File: src/rtl/ip_encoder.sv
// IPv4 header encoder: header words from edge k+1 after start, then buffered payload; no downstream backpressure.
// Macro IP_ENCODER_OPTIONS_EN makes header length follow IHL (zero option words); otherwise 5 header words.

module ip_encoder_fifo #(
    parameter int WIDTH = 32,
    parameter int DEPTH = 8
) (
    input  logic             clk,
    input  logic             reset,
    input  logic             push,
    input  logic [WIDTH-1:0] push_dat,
    input  logic             pop,
    output logic [WIDTH-1:0] pop_dat,
    output logic             empty,
    output logic             full
);
    localparam int AW = $clog2(DEPTH);
    localparam logic [AW:0] PTR_ONE = {{AW{1'b0}}, 1'b1};

    logic [WIDTH-1:0] mem [DEPTH];
    logic [AW:0]      wr_ptr;
    logic [AW:0]      rd_ptr;

    assign empty   = (wr_ptr == rd_ptr);
    assign full    = (wr_ptr[AW-1:0] == rd_ptr[AW-1:0]) && (wr_ptr[AW] != rd_ptr[AW]);
    assign pop_dat = mem[rd_ptr[AW-1:0]];

    always_ff @(posedge clk) begin
        if (push && !full)
            mem[wr_ptr[AW-1:0]] <= push_dat;
    end

    always_ff @(posedge clk or posedge reset) begin
        if (reset) begin
            wr_ptr <= '0;
            rd_ptr <= '0;
        end else begin
            if (push && !full)
                wr_ptr <= wr_ptr + PTR_ONE;
            if (pop && !empty)
                rd_ptr <= rd_ptr + PTR_ONE;
        end
    end
endmodule

module ip_encoder #(
    parameter int BUF_DEPTH = 8
) (
    input  logic        clk,
    input  logic        reset,
    input  logic        start,
    input  logic [3:0]  version,
    input  logic [3:0]  IHL,
    input  logic [7:0]  type_of_ser,
    input  logic [15:0] total_length,
    input  logic [15:0] identification,
    input  logic [2:0]  flag,
    input  logic [12:0] frag_offset,
    input  logic [7:0]  time_to_live,
    input  logic [7:0]  protocol,
    input  logic [31:0] src_ip,
    input  logic [31:0] dest_ip,
    input  logic        check,
    input  logic [15:0] checksum_in,
    input  logic [15:0] len_in,
    input  logic [31:0] data,
    input  logic        data_av,
    output logic [31:0] pkg_data,
    output logic        wr_en,
    output logic        fin,
    output logic [15:0] len_out,
    output logic [15:0] checksum_out
);
    typedef enum logic [1:0] {IDLE, HEADER, PAYLOAD} state_t;

    typedef struct packed {
        logic [3:0]  version;
        logic [3:0]  ihl;
        logic [7:0]  tos;
        logic [15:0] total_length;
        logic [15:0] identification;
        logic [2:0]  flag;
        logic [12:0] frag_offset;
        logic [7:0]  ttl;
        logic [7:0]  protocol;
        logic [31:0] src_ip;
        logic [31:0] dest_ip;
        logic        check;
        logic [15:0] checksum_in;
        logic [15:0] len;
    } hdr_t;

    state_t      state, state_nxt;
    hdr_t        hdr_q;
    logic [14:0] need_in, need_q;
    logic [14:0] acc_cnt, out_cnt;
    logic [3:0]  hdr_cnt;
    logic [3:0]  nhdr;
    logic [15:0] len_total;

    logic        push, pop, empty, full;
    logic [31:0] pop_dat;
    logic        cap_en;
    logic [14:0] cap_cnt, cap_need;

    logic [19:0] csum_sum;
    logic [16:0] csum_f1;
    logic [15:0] csum_f2, csum_hdr;
    logic [31:0] hdr_word;

    logic [31:0] pkg_nxt;
    logic        wr_nxt, fin_nxt;

    assign need_in = 15'((17'(len_in) + 17'd3) >> 2);

`ifdef IP_ENCODER_OPTIONS_EN
    assign nhdr      = (hdr_q.ihl < 4'd5) ? 4'd5 : hdr_q.ihl;
    assign len_total = {10'd0, nhdr, 2'b00} + hdr_q.len;
`else
    assign nhdr      = 4'd5;
    assign len_total = 16'd20 + hdr_q.len;
`endif

    // Option words are zero, so only the fixed fields contribute to the sum.
    always_comb begin
        csum_sum = 20'({hdr_q.version, hdr_q.ihl, hdr_q.tos}) + 20'(hdr_q.total_length)
                 + 20'(hdr_q.identification) + 20'({hdr_q.flag, hdr_q.frag_offset})
                 + 20'({hdr_q.ttl, hdr_q.protocol})
                 + 20'(hdr_q.src_ip[31:16]) + 20'(hdr_q.src_ip[15:0])
                 + 20'(hdr_q.dest_ip[31:16]) + 20'(hdr_q.dest_ip[15:0]);
        csum_f1  = 17'(csum_sum[15:0]) + 17'(csum_sum[19:16]);
        csum_f2  = csum_f1[15:0] + 16'(csum_f1[16]);
        csum_hdr = hdr_q.check ? ~csum_f2 : hdr_q.checksum_in;
    end

    always_comb begin
        hdr_word = 32'h0;
        case (hdr_cnt)
            4'd0: hdr_word = {hdr_q.version, hdr_q.ihl, hdr_q.tos, hdr_q.total_length};
            4'd1: hdr_word = {hdr_q.identification, hdr_q.flag, hdr_q.frag_offset};
            4'd2: hdr_word = {hdr_q.ttl, hdr_q.protocol, csum_hdr};
            4'd3: hdr_word = hdr_q.src_ip;
            4'd4: hdr_word = dest_ip_word();
            default: hdr_word = 32'h0;
        endcase
    end

    function automatic logic [31:0] dest_ip_word();
        return hdr_q.dest_ip;
    endfunction

    // Capture starts in the start cycle itself, using the live len_in.
    always_comb begin
        cap_en   = 1'b1;
        cap_cnt  = acc_cnt;
        cap_need = need_q;
        if (state == IDLE) begin
            cap_en   = start;
            cap_cnt  = '0;
            cap_need = need_in;
        end
        push = cap_en && data_av && (cap_cnt < cap_need) && !full;
    end

    ip_encoder_fifo #(.WIDTH(32), .DEPTH(BUF_DEPTH)) u_buf (
        .clk      (clk),
        .reset    (reset),
        .push     (push),
        .push_dat (data),
        .pop      (pop),
        .pop_dat  (pop_dat),
        .empty    (empty),
        .full     (full)
    );

    always_comb begin
        state_nxt = state;
        pkg_nxt   = pkg_data;
        wr_nxt    = 1'b0;
        fin_nxt   = 1'b0;
        pop       = 1'b0;
        case (state)
            IDLE: begin
                if (start)
                    state_nxt = HEADER;
            end
            HEADER: begin
                pkg_nxt = hdr_word;
                wr_nxt  = 1'b1;
                if (hdr_cnt == nhdr - 4'd1) begin
                    if (need_q == '0) begin
                        fin_nxt   = 1'b1;
                        state_nxt = IDLE;
                    end else begin
                        state_nxt = PAYLOAD;
                    end
                end
            end
            PAYLOAD: begin
                if (!empty) begin
                    pop     = 1'b1;
                    pkg_nxt = pop_dat;
                    wr_nxt  = 1'b1;
                    if (out_cnt == need_q - 15'd1) begin
                        fin_nxt   = 1'b1;
                        state_nxt = IDLE;
                    end
                end
            end
            default: state_nxt = IDLE;
        endcase
    end

    always_ff @(posedge clk or posedge reset) begin
        if (reset) begin
            state        <= IDLE;
            hdr_q        <= '0;
            need_q       <= '0;
            hdr_cnt      <= '0;
            acc_cnt      <= '0;
            out_cnt      <= '0;
            pkg_data     <= '0;
            wr_en        <= 1'b0;
            fin          <= 1'b0;
            len_out      <= '0;
            checksum_out <= '0;
        end else begin
            state    <= state_nxt;
            pkg_data <= pkg_nxt;
            wr_en    <= wr_nxt;
            fin      <= fin_nxt;
            if (state == IDLE && start) begin
                hdr_q <= '{version: version, ihl: IHL, tos: type_of_ser,
                           total_length: total_length, identification: identification,
                           flag: flag, frag_offset: frag_offset, ttl: time_to_live,
                           protocol: protocol, src_ip: src_ip, dest_ip: dest_ip,
                           check: check, checksum_in: checksum_in, len: len_in};
                need_q  <= need_in;
                hdr_cnt <= '0;
                out_cnt <= '0;
                acc_cnt <= push ? 15'd1 : 15'd0;
            end else begin
                if (push)
                    acc_cnt <= acc_cnt + 15'd1;
                if (state == HEADER)
                    hdr_cnt <= hdr_cnt + 4'd1;
                if (pop)
                    out_cnt <= out_cnt + 15'd1;
            end
            if (state == HEADER && hdr_cnt == 4'd0) begin
                len_out      <= len_total;
                checksum_out <= csum_hdr;
            end
        end
    end
endmodule

File: config.mk
export PLATFORM = sky130hd
export DESIGN_NAME = ip_encoder
export DESIGN_NICKNAME = d
export VERILOG_FILES = /design/src/rtl/ip_encoder.sv
export SDC_FILE = /design/constraint.sdc
export NUM_CORES = 1
export LEC_CHECK = 0
export ABC_CLOCK_PERIOD_IN_PS = 9100
export CORE_ASPECT_RATIO = 0.8
export CORE_MARGIN = 4
export CORE_UTILIZATION = 35
export DETAILED_ROUTE_END_ITERATION = 6
export SYNTH_ARGS = -nofsm -noshare
export SYNTH_HDL_FRONTEND = slang
export SYNTH_SLANG_ARGS = --single-unit
File: constraint.sdc
create_clock -name clk -period 9.1 [get_ports clk]
set_input_delay 0.91 -clock clk [delete_from_list [all_inputs] [get_ports clk]]
set_output_delay 0.91 -clock clk [all_outputs]
set_load 0.02 [all_outputs]
==> results of run 1 <==
## final timing paths
| check | start | end | slack [ps] |
|---|---|---|---|
| setup / recovery | hdr_q[35]$_DFFE_PP0P_ | pkg_data[7]$_DFFE_PP0P_ | 450 |
| hold / removal | checksum_out[10]$_DFFE_PP0P_ | checksum_out[10]$_DFFE_PP0P_ | 480 |
| setup reg to reg | hdr_q[35]$_DFFE_PP0P_ | pkg_data[7]$_DFFE_PP0P_ | 450 |
| hold reg to reg | checksum_out[10]$_DFFE_PP0P_ | checksum_out[10]$_DFFE_PP0P_ | 480 |
| max in group asynchronous | reset | hdr_q[154]$_DFFE_PP0P_ | 6640 |
| min in group asynchronous | reset | need_q[8]$_DFFE_PP0P_ | 930 |
## per-stage QoR
stage                     area [um2]  util (%)
after floorplan                28400         -
after detailed placement       32300      40.2
after CTS                      34400      42.8
after global placement         32300      40.2
final                          34500      42.9
after global routing           34500      42.9
## metal layers
layer,track usage [%],part of all wire (%)
met4,4.48,2.1
met5,0,0.065
met3,4.62,7.6
met1,28.5,45
met2,30.3,45
## Yosys cell counts, types with 6 or more instances
cell type	count	area share (%)
a211oi_1	8	0.21
a21o_1	16	0.42
a21oi_1	63	1.1
a221oi_1	9	0.28
a22oi_1	70	1.9
a31oi_1	37	0.82
and2_1	9	0.20
and3_1	7	0.15
buf_1	22	0.29
clkbuf_1	97	1.3
dfrtp_1	302	27
edfxtp_1	256	27
fa_1	111	7.8
ha_1	55	2.4
inv_1	183	2.4
mux2_2	23	0.91
mux2i_1	40	1.4
mux4_2	53	4.2
nand2_1	587	7.8
nand2b_1	6	0.13
nand3_1	32	0.56
nand4_1	23	0.51
nor2_1	89	1.2
nor2b_1	23	0.51
nor3_1	10	0.18
nor3b_1	11	0.29
nor4_1	9	0.20
o21a_1	8	0.21
o21ai_0	153	2.7
or2_2	12	0.26
or3_1	8	0.18
xnor2_1	49	1.5
xor2_1	57	1.8
## sequential cells by signal, summed over array words and instances, names as in the netlist, 15 cells and up
register,count
acc_cnt,15
checksum_out,16
hdr_q,177
len_out,16
need_q,15
out_cnt,15
pkg_data,32
u_buf.mem,256
## worst max-delay path: cells and delay by family (launching register included)
family / cells / cell delay, ps
DFF: 1 / 350
AOI/OAI and AO/OA: 11 / 1970
and+or+nand+nor: 8 / 1580
xor gates and xnor gates: 2 / 540
buffers and inverters: 7 / 550
adders and majority gates: 9 / 3580
## final cells by class
class	instances	area share, %
flip-flops and latches	558	44.2
multi-input cells	1645	34.8
repair buffers	309	8.78
clock buffers	78	4.81
well taps	1092	3.96
inverters	183	2.00
clock inverters	32	1.39
diodes	4	0.0290
## cells in the final DEF (no fill, tap or decap), drive strengths merged, types with 63 or more instances in the layout
master and n:
nand2 587, dfrtp 302, clkdlybuf4s50 278, edfxtp 256, inv 184, o21ai 154, fa 111, nor2 90
clkbuf 78, a22oi 70, a21oi 63
## logic make-up after synthesis
family | Yosys count | share of synthesized area [%]
and+or+nand+nor | 847 | 12.8
DFF | 558 | 53.8
AOI/OAI and AO/OA | 408 | 9.06
buffers and inverters | 307 | 4.18
adders and majority gates | 166 | 10.3
muxes | 116 | 6.54
xor gates and xnor gates | 108 | 3.42
## repair_timing
action / 4_1_cts / 5_1_grt
buffers inserted: 0 / 1
endpoints found under the hold margin: 0 / 0
resized for setup: 0 / 14
setup endpoints to repair: 0 / 24
hold buffers: 0 / 0
==> flow_summary.rst, run 1 <==
.. list-table::
   :header-rows: 1

   * - Metric
     - Value
   * - Kind of capture point of the worst setup path
     - flop
   * - Floorplan core area
     - approximately 80000 um2
   * - Via count of the first global-routing pass
     - 20500
   * - Yosys warning total
     - 0
   * - Number of buffers added by the clock tree synthesis step
     - 59
   * - Slew of the pin with the lowest slew margin
     - between 1000 and 1500 ps
   * - Post-synthesis average cell area
     - about 11 um2
   * - Most frequently used flop master after synthesis
     - dfrtp_1
   * - Fillers
     - ~7500
   * - Router iterations before antenna repair
     - 5
   * - Run status
     - finished clean
   * - Setup TNS
     - 0 ps
   * - Count of non-filler cells in the finished layout
     - 3901
   * - FF+latch count, synth
     - 558
   * - Area grow syn2layout
     - 21.7%
   * - Initial cell density of the core
     - 35.3%
   * - Placed cell count
     - 3786
   * - Max capacitance violation total
     - 0
   * - Skew final
     - between 30 and 40 ps
   * - Input/output buffers
     - 278
   * - Critical path class
     - reg -> reg
   * - Worst hold path stage count
     - 1
   * - Antenna violations before repair
     - 13
   * - Dpl hpwl
     - 60900 um
   * - Distinct cell type count of the synthesized netlist
     - 74
   * - Wire per inst
     - about 22 um
   * - Antenna viol nets, final
     - 0
   * - Worst path slowest cell
     - fa_1
   * - Fin. Hold Viols
     - 0
   * - Wire length of the first global-routing pass
     - 130000 um
   * - Instance count of the mapped netlist
     - 2510
   * - Root Buffer Master
     - clkbuf_16
   * - Die area
     - 85700 um2
   * - Share of the clock period used by the worst path
     - 95.0%
   * - Residual DRC count
     - 0
   * - Routability Congestion
     - approximately 0.95
   * - TritonCTS sink count
     - 558
   * - Clock tree from TritonCTS
     - built
   * - Clk Latency, worst-skew pair
     - 650 ps
   * - Total overflow reported by the global router
     - 0
   * - Number of H-tree levels
     - 2
   * - Number of setup violations in the final report
     - 0
   * - Number of vias per cell after detailed routing
     - roughly 5.1
   * - Biggest cell delay along the critical path
     - 560 ps
   * - Clock transition at the register clock pins on the worst setup and hold paths after CTS
     - roughly 70 ps
   * - Ports placed on the boundary
     - approximately 280
   * - Post-route worst setup slack
     - 451 ps
   * - Count of flip-flops with a built-in enable after synthesis
     - 256
   * - Maximum clock path buffer count
     - 3
   * - Area occupied by multi-input gates
     - ~12000 um2
   * - Reg area
     - 15200 um2
   * - Final number of max-transition violations
     - 0
   * - Type of the most critical hold path
     - reg -> reg
   * - Worst max-slew margin expressed relative to the limit
     - ~15%
   * - Post-detailed-routing wire length
     - 85500 um
   * - Post-synthesis sequential area ratio
     - 53.8%
   * - Total global-route track usage
     - 19.7%
   * - Critical path peak fanout
     - 6
   * - Worst Setup Slack post-DPL
     - 143 ps
   * - Setup repair after global routing missed its margin
     - no
   * - Fin nets
     - 3135
   * - Highest clock rate
     - 116 MHz
   * - Data arrival time of the critical path
     - about 9200 ps
   * - Chip width
     - between 300 and 400 um
   * - Violation count after the first detailed-routing iteration
     - 1873
   * - Floorplan die height
     - 263 um
   * - Share of layout cells above drive strength 1
     - 9.16%
   * - Post-synth design cell area
     - approximately 28000 um2
   * - Total via count after detailed routing
     - around 20000
   * - Min cycle time layout
     - 8650 ps
   * - Required @ worst endpoint
     - 9630 ps
   * - Share of synthesized flip-flops with an asynchronous set or reset
     - around 54%
   * - Register-to-Register Path Depth
     - 37
   * - Worst setup SP type
     - flop
   * - Row count
     - just over 90
   * - Post-Route Hold Slack
     - 476 ps
   * - Nets in the synthesized netlist
     - between 2000 and 3000
   * - Pin count of the biggest net entering global routing
     - about 170
Power of run 1 is left out: the tool's default activity adds up to more than one toggle a clock period on the data nets, which glitch-free logic cannot reach.
==> run 2: changes to the inputs <==
--- a/config.mk
+++ b/config.mk
@@ -6,10 +6,13 @@
 export NUM_CORES = 1
 export LEC_CHECK = 0
 export ABC_CLOCK_PERIOD_IN_PS = 9100
+export CAP_MARGIN = 20
 export CORE_ASPECT_RATIO = 0.8
 export CORE_MARGIN = 4
-export CORE_UTILIZATION = 35
+export CORE_UTILIZATION = 52
 export DETAILED_ROUTE_END_ITERATION = 6
+export PLACE_DENSITY = 0.77
+export SKIP_LAST_GASP = 1
 export SYNTH_ARGS = -nofsm -noshare
 export SYNTH_HDL_FRONTEND = slang
 export SYNTH_SLANG_ARGS = --single-unit
==> flow_summary.rst, run 2 (same netlist as run 1, synthesis figures left out) <==
.. list-table::
   :header-rows: 1

   * - Metric
     - Value
   * - Share of layout cells above drive strength 1
     - 8.81%
   * - Most frequent cells in the layout
     - 583 x nand2_1, 300 x dfrtp_1, 278 x clkdlybuf4s50_1, 256 x edfxtp_1, 182 x inv_1
   * - Number of buffers added by the clock tree synthesis step
     - 54
   * - Biggest cell delay along the critical path
     - 570 ps
   * - Root Buffer Master
     - clkbuf_16
   * - Critical path peak fanout
     - 6
   * - Min cycle time layout
     - 8620 ps
   * - Ports placed on the boundary
     - 279
   * - Floorplan core area
     - 53900 um2
   * - Wire per inst
     - 22.8 um
   * - Total via count after detailed routing
     - 20500
   * - Data arrival time of the critical path
     - 9160 ps
   * - Worst hold path stage count
     - 2
   * - Launch point of the worst path
     - hdr_q[35]$_DFFE_PP0P_
   * - Number of flip-flops under the largest register name
     - 256
   * - Most used cell along the critical path
     - inv_1
   * - Slew of the pin with the lowest slew margin
     - 1120 ps
   * - Violation count after the first detailed-routing iteration
     - 2117
   * - Maximum clock path buffer count
     - 3
   * - Reg2Reg Setup Slack
     - 480 ps
   * - Reg area
     - around 15000 um2
   * - Area grow syn2layout
     - 19.0%
   * - Worst path slowest cell
     - or4_4
   * - Post-detailed-routing wire length
     - 79900 um
   * - Register-to-Register Path Depth
     - 31
   * - Share of the clock period used by the worst path
     - a little over nine tenths
   * - Number of setup violations in the final report
     - 0
   * - Antenna violations before repair
     - 2
   * - Highest clock rate
     - 116 MHz
   * - Worst setup SP type
     - flop
   * - Antenna viol nets, final
     - 0
   * - Worst Setup Slack post-DPL
     - 343 ps
   * - Router iterations before antenna repair
     - 5
   * - Type of the most critical hold path
     - reg -> reg
   * - Area occupied by multi-input gates
     - ~12000 um2
   * - Via count of the first global-routing pass
     - 20700
   * - Count of non-filler cells in the finished layout
     - 3496
   * - Total global-route track usage
     - 27.3%
   * - Fin. Hold Viols
     - 0
   * - Dpl hpwl
     - 56400 um
   * - Fillers
     - 4062
   * - Max capacitance violation total
     - 0
   * - Floorplan die height
     - ~220 um
   * - Kind of capture point of the worst setup path
     - flop
   * - Die area
     - 58300 um2
   * - Pin count of the biggest net entering global routing
     - 134
   * - Row count
     - 76
   * - Clk Latency, worst-skew pair
     - 660 ps
   * - Worst r2r src
     - hdr_q[35]$_DFFE_PP0P_
   * - Chip width
     - approximately 270 um
   * - Cts hold-fix bufs
     - 0
   * - Required @ worst endpoint
     - roughly 9600 ps
   * - Number of vias per cell after detailed routing
     - 5.85
   * - Initial cell density of the core
     - 52.6%
   * - TritonCTS sink count
     - around 560
   * - Total overflow reported by the global router
     - 0
   * - Wire length of the first global-routing pass
     - 121000 um
   * - Number of H-tree levels
     - 2
   * - Skew final
     - 66.9 ps
   * - Residual DRC count
     - 0
   * - Post-route worst setup slack
     - 475 ps
   * - Routability Congestion
     - 0.937
   * - Clock tree from TritonCTS
     - built
   * - Fin nets
     - 3128
   * - Most frequent standard cell in the layout excluding fill and tap cells
     - nand2_1
   * - Input/output buffers
     - 278
   * - Area after DPL
     - ~32000 um2
   * - Reg-to-Reg End
     - pkg_data[15]$_DFFE_PP0P_
   * - Worst max-slew margin expressed relative to the limit
     - between 20% and 30%
   * - Final number of max-transition violations
     - 0
   * - End point of the critical path
     - pkg_data[15]$_DFFE_PP0P_
   * - Critical path class
     - reg -> reg
   * - Placed cell count
     - 3390
   * - Run status
     - finished clean
   * - Fin area
     - 33700 um2
   * - Clock transition at the register clock pins on the worst setup and hold paths after CTS
     - 70 ps
==> run 2: cell types whose count changed in the layout (fill, tap and decap cells not counted), sizes merged <==
cell    delta
clkinv     +3
diode      -2
buf        -2
clkbuf    -10
inv        +1
bufinv     -5
==> run 2: worst min path at each step <==
stage,slack [ps],to,startpoint
2_1_floorplan,440,hdr_q[24]$_DFFE_PP0P_,hdr_q[24]$_DFFE_PP0P_
5_1_grt,500,pkg_data[28]$_DFFE_PP0P_,pkg_data[28]$_DFFE_PP0P_
6_report,480,hdr_q[0]$_DFFE_PP0P_,hdr_q[0]$_DFFE_PP0P_
3_5_place_dp,470,hdr_q[1]$_DFFE_PP0P_,hdr_q[1]$_DFFE_PP0P_
4_1_cts,480,hdr_q[0]$_DFFE_PP0P_,hdr_q[0]$_DFFE_PP0P_
3_3_place_gp,460,hdr_q[0]$_DFFE_PP0P_,hdr_q[0]$_DFFE_PP0P_
==> run 2: area by class of cell <==
type                       count  area share [%]
antenna                        2          0.0148
clock buffer                  68            4.34
clock inverter                31            1.06
inverter                     183            2.05
multi-input combinational   1645            35.6
sequential                   558            45.2
tap                          702            2.60
timing repair buffer         307            9.12
==> run 2: worst max-delay path, delay by kind of cell (launching register included) <==
family,cells,cell delay [ps]
xor gates and xnor gates,1,150
AOI/OAI and AO/OA,15,3960
DFF,1,350
buffers and inverters,5,310
adders and majority gates,7,2880
and+or+nand+nor,3,840
==> run 2: routing by layer <==
metal	up-vias	global-route usage (%)	part of all wire, %
li1	9091	-	-
met1	10300	38.9	41
met2	955	41.8	45
met3	161	6.50	9.7
met4	0	9.13	3.6
met5	-	0	0
==> run 2: repair_timing <==
action | in CTS | in global routing
gates resized for setup | 0 | 15
setup endpoints to repair | 0 | 23
setup buffers | 0 | 0
==> run 2: metrics by stage <==
stage	utilization, %	setup TNS [ps]	hold WS [ps]
floorplan	-	0	438
global placement	58.9	0	460
detailed placement	58.9	0	465
CTS	62.3	0	481
global route	62.6	-9.80	498
finish	62.6	0	477
Power of run 2 is left out for the same reason.
==> run 3: changes to the inputs <==
--- a/config.mk
+++ b/config.mk
@@ -13,6 +13,7 @@
 export DETAILED_ROUTE_END_ITERATION = 6
 export PLACE_DENSITY = 0.77
 export SKIP_LAST_GASP = 1
+export SLEW_MARGIN = 20
 export SYNTH_ARGS = -nofsm -noshare
 export SYNTH_HDL_FRONTEND = slang
 export SYNTH_SLANG_ARGS = --single-unit
==> flow_summary.rst, run 3 (same netlist as run 1, synthesis figures left out) <==
.. list-table::
   :header-rows: 1

   * - Metric
     - Value
   * - Input/output buffers
     - between 200 and 300
   * - Worst max-slew margin expressed relative to the limit
     - between 20% and 30%
   * - Hold_sp
     - hdr_q[0]$_DFFE_PP0P_
   * - Maximum clock path buffer count
     - 3
   * - Worst path slowest cell
     - fa_1
   * - Post-detailed-routing wire length
     - 79900 um
   * - End point of the critical path
     - pkg_data[15]$_DFFE_PP0P_
   * - Chip width
     - around 270 um
   * - Total global-route track usage
     - 27.3%
   * - Total via count after detailed routing
     - 20400
   * - Launch point of the worst path
     - hdr_q[36]$_DFFE_PP0P_
   * - Router iterations before antenna repair
     - 7
   * - Violated checks
     - design-rule violations
   * - Reg-to-Reg End
     - pkg_data[15]$_DFFE_PP0P_
   * - Number of H-tree levels
     - 2
   * - Max capacitance violation total
     - 0
   * - Floorplan die height
     - roughly 220 um
   * - Fin. Hold Viols
     - 0
   * - Area after DPL
     - 31800 um2
   * - Clk Latency, worst-skew pair
     - roughly 660 ps
   * - Data arrival time of the critical path
     - 9160 ps
   * - Via count of the first global-routing pass
     - around 21000
   * - Setup repair after global routing missed its margin
     - no
   * - Total overflow reported by the global router
     - 0
   * - Fin nets
     - ~3100
   * - Antenna violations before repair
     - 2
   * - Number of flip-flops under the largest register name
     - 256
   * - Die area
     - 58300 um2
   * - Fin area
     - 33700 um2
   * - TritonCTS sink count
     - 558
   * - Number of buffers added by the clock tree synthesis step
     - 54
   * - Placed cell count
     - 3390
   * - Share of the clock period used by the worst path
     - 94.7%
   * - Required @ worst endpoint
     - 9640 ps
   * - Violation count after the first detailed-routing iteration
     - 2276
   * - Share of layout cells above drive strength 1
     - roughly 8.7%
   * - Dpl hpwl
     - 56400 um
   * - Setup TNS
     - 0 ps
   * - Number of vias per cell after detailed routing
     - 5.85
   * - Slew of the pin with the lowest slew margin
     - roughly 1100 ps
   * - Area grow syn2layout
     - 18.8%
   * - Wire per inst
     - 22.9 um
   * - Min cycle time layout
     - roughly 8600 ps
   * - Most frequent standard cell in the layout excluding fill and tap cells
     - nand2_1
   * - Routability Congestion
     - ~0.94
   * - Floorplan core area
     - 53900 um2
   * - Kind of capture point of the worst setup path
     - flop
   * - Pin count of the biggest net entering global routing
     - 134
   * - Biggest cell delay along the critical path
     - 600 ps
   * - Row count
     - 76
   * - Clock tree from TritonCTS
     - built
   * - Register-to-Register Path Depth
     - 29
   * - Ports placed on the boundary
     - approximately 280
   * - Worst setup SP type
     - flop
   * - Highest clock rate
     - 116 MHz
   * - Skew final
     - 67.3 ps
   * - Wire length of the first global-routing pass
     - 121000 um
   * - Antenna viol nets, final
     - 0
   * - Initial cell density of the core
     - roughly 53%
   * - Clock transition at the register clock pins on the worst setup and hold paths after CTS
     - approximately 70 ps
   * - Critical path peak fanout
     - 5
   * - Number of setup violations in the final report
     - 0
   * - Root Buffer Master
     - clkbuf_16
   * - Most frequent cells in the layout
     - 583 x nand2_1, 299 x dfrtp_1, 278 x clkdlybuf4s50_1, 256 x edfxtp_1, 182 x inv_1
   * - Reg2Reg Setup Slack
     - 480 ps
   * - Residual DRC count
     - 3
   * - Worst r2r src
     - hdr_q[36]$_DFFE_PP0P_
   * - Fillers
     - 4067
   * - Final number of max-transition violations
     - 0
   * - Type of the most critical hold path
     - reg -> reg
   * - Count of non-filler cells in the finished layout
     - roughly 3500
   * - Run status
     - finished with violations
   * - Critical path class
     - reg -> reg
-- run 3: through the flow --
step	setup slack (ps)	utilization [%]	hold WS (ps)
floorplan	1210	-	438
global placement	426	58.9	460
detailed placement	343	58.9	465
CTS	235	62.3	481
global route	28.2	62.5	498
finish	482	62.5	478
-- run 3: critical path, delay by kind of cell, from the launching register on --
kind | cells | cell delay [ps]
AO/OA/AOI/OAI | 15 | 4130
adder cells (fa/ha/maj) | 6 | 2810
AND/OR/NAND/NOR | 3 | 800
flip-flops | 1 | 340
buffers and inverters | 4 | 240
XOR/XNOR | 1 | 160
-- run 3: metal layers --
layer	up-vias	wire length, um	track usage (%)
met2	932	36500	41.8
met5	-	0	0
met1	10300	33000	38.9
li1	9089	-	-
met3	155	7550	6.50
met4	0	2780	9.13
-- run 3: worst min-delay path by stage --
| stage | to | slack, ps | cells after the start |
|---|---|---|---|
| after floorplan | hdr_q[24]$_DFFE_PP0P_ | 440 | 2 |
| after global placement | hdr_q[0]$_DFFE_PP0P_ | 460 | 2 |
| after detailed placement | hdr_q[1]$_DFFE_PP0P_ | 470 | 2 |
| after CTS | hdr_q[0]$_DFFE_PP0P_ | 480 | 2 |
| after global routing | pkg_data[28]$_DFFE_PP0P_ | 500 | 2 |
| final | hdr_q[0]$_DFFE_PP0P_ | 480 | 2 |
-- run 3: layout make-up --
type	count	area (um2)	share of cell area, %
multi-input combinational	1645	12000	35.7
tap	702	878	2.61
clock inverter	31	359	1.07
clock buffer	68	1470	4.35
timing repair buffer	304	3030	8.98
antenna	2	5.00	0.0149
inverter	183	691	2.05
sequential	558	15300	45.3
-- run 3: timing repair --
| item | CTS | global route |
|---|---|---|
| resized for setup | 0 | 12 |
| setup buffers | 0 | 0 |
| hold buffers | 0 | 0 |
| endpoints found under the setup margin | 0 | 24 |
Power of run 3 is left out for the same reason.
